--- config.mk ---
export PLATFORM = sky130hd
export DESIGN_NAME = interrupt_controller
export DESIGN_NICKNAME = d
export VERILOG_FILES = /design/src/rtl/interrupt_controller.sv
export SDC_FILE = /design/constraint.sdc
export NUM_CORES = 1
export LEC_CHECK = 0
export ABC_AREA = 1
export BUFFER_PORTS_ARGS = -buffer_cell sky130_fd_sc_hd__buf_2
export CAP_MARGIN = 0
export CELL_PAD_IN_SITES_DETAIL_PLACEMENT = 1
export CELL_PAD_IN_SITES_GLOBAL_PLACEMENT = 1
export CORE_ASPECT_RATIO = 1.2
export CORE_MARGIN = 2
export CORE_UTILIZATION = 35
export DETAILED_ROUTE_END_ITERATION = 12
export PLACE_DENSITY = 0.76
export SLEW_MARGIN = 20
export SYNTH_ARGS = -nofsm -noshare
export SYNTH_HDL_FRONTEND = slang
export SYNTH_SLANG_ARGS = --single-unit
export TNS_END_PERCENT = 100
--- constraint.sdc ---
create_clock -name clk -period 1.61 [get_ports clk]
set_input_delay 0.483 -clock clk [delete_from_list [all_inputs] [get_ports clk]]
set_output_delay 0.483 -clock clk [all_outputs]
set_load 0.01 [all_outputs]
--- src/rtl/interrupt_controller.sv ---
// interrupt_controller
//
// Collects eight asynchronous device interrupt lines, latches their rising edges into pending
// bits, applies a software mask and presents a single request plus a stable vector to the
// microcode sequencer.
//
// Ports:
//   clk                  system clock, rising edge
//   arst                 asynchronous active-high reset
//   irq_in[7:0]          device interrupt lines (asynchronous, rising-edge triggered)
//   z_bus[7:0]           write data for mask and vector-base registers
//   ctrl_irq_masks_wrt   active-low mask write strobe (irq_masks <= z_bus)
//   ctrl_int_vector_wrt  active-low vector-base write strobe (vector_base <= z_bus[7:4])
//   ctrl_int_ack         acknowledge the highest-priority unmasked pending line
//   ctrl_clear_all_ints  clear every pending bit
//   int_pending          any unmasked pending line
//   int_vector[7:0]      {vector_base, active_index, 1'b0}
//   irq_masks[7:0]       mask register, 1 = enabled
//   irq_status[7:0]      raw pending bits before masking
module interrupt_controller (
   input  logic       clk,
   input  logic       arst,
   input  logic [7:0] irq_in,
   input  logic [7:0] z_bus,
   input  logic       ctrl_irq_masks_wrt,
   input  logic       ctrl_int_vector_wrt,
   input  logic       ctrl_int_ack,
   input  logic       ctrl_clear_all_ints,
   output logic       int_pending,
   output logic [7:0] int_vector,
   output logic [7:0] irq_masks,
   output logic [7:0] irq_status
);

   logic [7:0] s1_q;
   logic [7:0] s2_q;
   logic [7:0] prev_q;
   logic [7:0] pending_q;
   logic [7:0] pending_d;
   logic [7:0] masks_q;
   logic [3:0] vector_base_q;
   logic [2:0] active_index_q;

   logic [7:0] edge_det;
   logic [7:0] masked;
   logic [2:0] sel_index;
   logic       sel_valid;
   logic       ack_take;

   assign edge_det = s2_q & ~prev_q;
   assign masked   = pending_q & masks_q;
   assign ack_take = ctrl_int_ack & sel_valid;

   // Lowest index wins; scanning downward leaves the lowest set bit as the final assignment.
   always_comb begin
      sel_index = 3'd0;
      sel_valid = 1'b0;
      for (int i = 7; i >= 0; i--) begin
         if (masked[i]) begin
            sel_index = 3'(i);
            sel_valid = 1'b1;
         end
      end
   end

   // Per-bit precedence: clear-all, then a new edge, then the ack clear.
   always_comb begin
      pending_d = pending_q;
      if (ack_take) begin
         pending_d[sel_index] = 1'b0;
      end
      pending_d = pending_d | edge_det;
      if (ctrl_clear_all_ints) begin
         pending_d = 8'h00;
      end
   end

   always_ff @(posedge clk or posedge arst) begin
      if (arst) begin
         s1_q           <= 8'h00;
         s2_q           <= 8'h00;
         prev_q         <= 8'h00;
         pending_q      <= 8'h00;
         masks_q        <= 8'h00;
         vector_base_q  <= 4'h0;
         active_index_q <= 3'd0;
      end else begin
         s1_q      <= irq_in;
         s2_q      <= s1_q;
         prev_q    <= s2_q;
         pending_q <= pending_d;
         if (!ctrl_irq_masks_wrt) begin
            masks_q <= z_bus;
         end
         if (!ctrl_int_vector_wrt) begin
            vector_base_q <= z_bus[7:4];
         end
         if (ack_take) begin
            active_index_q <= sel_index;
         end
      end
   end

   assign int_pending = |masked;
   assign int_vector  = {vector_base_q, active_index_q, 1'b0};
   assign irq_masks   = masks_q;
   assign irq_status  = pending_q;

endmodule

==> run metrics <==
status complete, but fails checks; failing checks setup timing; DRC Markers 0; RSZ-0062 raised after global routing yes; Via density 4.50; largest net degree at the start of global routing 48; Synth area leaders dfrtp_1, nand2_1, inv_1; routed len/inst 12.9 um; Clock Latency Late Sink 290 ps; Post-synth ARST share 1.00; H-tree Lvls 2; fillers 577; Non-Filler Instances 288; Clock Sinks 47; CP max-delay cell dfrtp_1; Diodes inserted 0; Synth Area per Inst 11.1 um2; CP Data Required Time 1130 ps; final core occ 0.477; root buf cell clkbuf_8; CP most frequent cell nand2_2; vias 1297; slowest stage delay, CP 410 ps; Final Slew Violations 0; post-route cell area 2340 um2; Die W 69.0 um; setup violators final 1; First-pass DRT Iterations 4; gr busiest metal met2; remaining antenna violation count 0; final hold vios 0; Max VDD drop 0.439 mV; max cap viols 0; GPL Wtd Cong 0.782; top post-synthesis cells by count dfrtp_1, nand2_1, inv_1; IO buf count 45; Final #Nets 249; #FFs+latches synth 47; yosys warns 0; CP Data Arrival Time 1170 ps; final WL 3720 um; Leak 1.21 nW; Max Fclk 603 MHz; final worst slack -47.3 ps; Area Growth Syn to Fin 32.0%; Clock Skews 5.34 ps; minimum clock period 1660 ps; Synth Cell Area 1770 um2; I/O pin total 47; most frequent cell after synthesis dfrtp_1; Mapped Nets 181; Die H 81.9 um; post-synthesis cell type count 21; CTS tree yes; CTS Buf Count 5; Hold WC Path Type input port to async pin; initial antenna violation count 0; Clock transition at path regs 80 ps; share of layout cells above drive strength 1 0.456; prevailing post-synth register cell dfrtp_1; Mapped Cells 159; register area share after synthesis 0.664; cts hold-fix bufs 0; EDFF count, synth 0; WS Path Type flop to primary output; HPWL after DPL 2600 um; Initial DRC Count 29; power per cell area 1060 nW/um2; CTS Buffer Depth 2; GR Util All Layers 0.148; vias in the first global route 1324; Synth top area share 0.664; setup TNS -47.3 ps; Startpoint Class flop; GR Util met1 0.176; crit end category primary output; grt met3 use 0.0479; met2 Use GR 0.247; Max FO, Critical Path 3; core area 4900 um2; placed cell count 261; Rows 28; initial core utilization 0.361; crit-path cells nand2_2 -> nand2_2 -> nor2_4 -> nand2_1 -> buf_2; Tcrit/Tclk final 1.03; WHS 210 ps; post-place instance area 2070 um2; die area 5650 um2; first-pass GRT wire length 6110 um; Yosys top cell by area dfrtp_1; aggregate global routing overflow 0
-- layout make-up --
cell class                      count  area (um2)  area share
Multi-Input combinational cell     90         533       0.228
Clock buffer                        6        72.6      0.0310
Timing Repair Buffer               65         402       0.172
Sequential cell                    47        1180       0.503
Inverter                           18        67.6      0.0289
Clock inverter                      2        12.5     0.00535
Tap cell                           60        75.1      0.0321
-- sequential cells by signal (all words and copies together), names as in the netlist --
name,count
irq_masks,8
irq_status,8
prev_q,8
s1_q,8
s2_q,8
vector_base_q,4
active_index_q,3
-- layout by cell type (no fill, tap or decap), types with 2 or more instances in the layout --
master | Yosys | final
dfrtp_1 | 47 | 47
buf_2 | 0 | 44
nand2_1 | 39 | 33
buf_4 | 1 | 17
inv_1 | 17 | 16
nand2_2 | 5 | 11
o21ai_0 | 9 | 9
nand3_1 | 6 | 6
a21oi_2 | 6 | 6
clkbuf_8 | 0 | 5
a21oi_1 | 4 | 4
mux2_2 | 5 | 4
nand4_1 | 4 | 4
nor2_4 | 1 | 3
nand2_4 | 3 | 3
nor2_1 | 4 | 3
buf_6 | 1 | 3
inv_2 | 1 | 2
-- worst paths after layout --
| path | from | endpoint | slack (ps) | cells after the start |
|---|---|---|---|---|
| max | irq_masks[6] | int_pending | -50 | 5 |
| min | arst | irq_masks[4] | 210 | 3 |
| max reg2reg | irq_masks[1] | active_index_q[2] | 80 | 6 |
| min reg2reg | s1_q[0] | s2_q[0] | 350 | 0 |
| max in group asynchronous | arst | irq_masks[1] | 1190 | 3 |
| min in group clk | irq_in[7] | s1_q[7] | 290 | 1 |
-- critical path, delay by kind of cell (launching register included) --
family,cells,cell delay (ps)
flops,1,410
buf+inv,1,130
simple gates,4,350
-- power by group --
part	leakage, nW	internal [mW]	total [mW]	switching (mW)
registers	0.567	1.27	1.33	0.0553
logic	0.606	0.211	0.465	0.253
clock network	0.0412	0.303	0.674	0.371
total	1.21	1.79	2.47	0.680
-- per-stage QoR --
step / total power, mW / worst slack [ps]
6_report: 2.47 / -47.3
5_1_grt: 2.62 / -125
4_1_cts: 2.47 / -99.4
3_5_place_dp: 1.74 / 138
3_3_place_gp: 1.72 / 165
2_1_floorplan: 1.59 / 10.9
-- cells by family (layout without fill, tap and decap cells) --
logic type | count (synthesis) | after routing | share of synthesized area
simple gates | 64 | 64 | 0.172
flops | 47 | 47 | 0.664
buf+inv | 22 | 91 | 0.0530
compound gates | 20 | 20 | 0.0770
mux | 5 | 5 | 0.0318
other cells | 1 | 1 | 0.00212
-- per-layer routing --
layer,up-vias,share of wire,routed length (um)
met5,-,0,0
met4,0,0.021,78
met3,8,0.049,182
met2,28,0.52,1950
met1,631,0.41,1510
li1,630,-,-
-- timing repair --
item,CTS,global route
setup buffers,12,7
pin swaps,5,6
gates resized for setup,6,7
endpoints found under the setup margin,1,4
No activity file was read; power rests on OpenSTA's default activity.
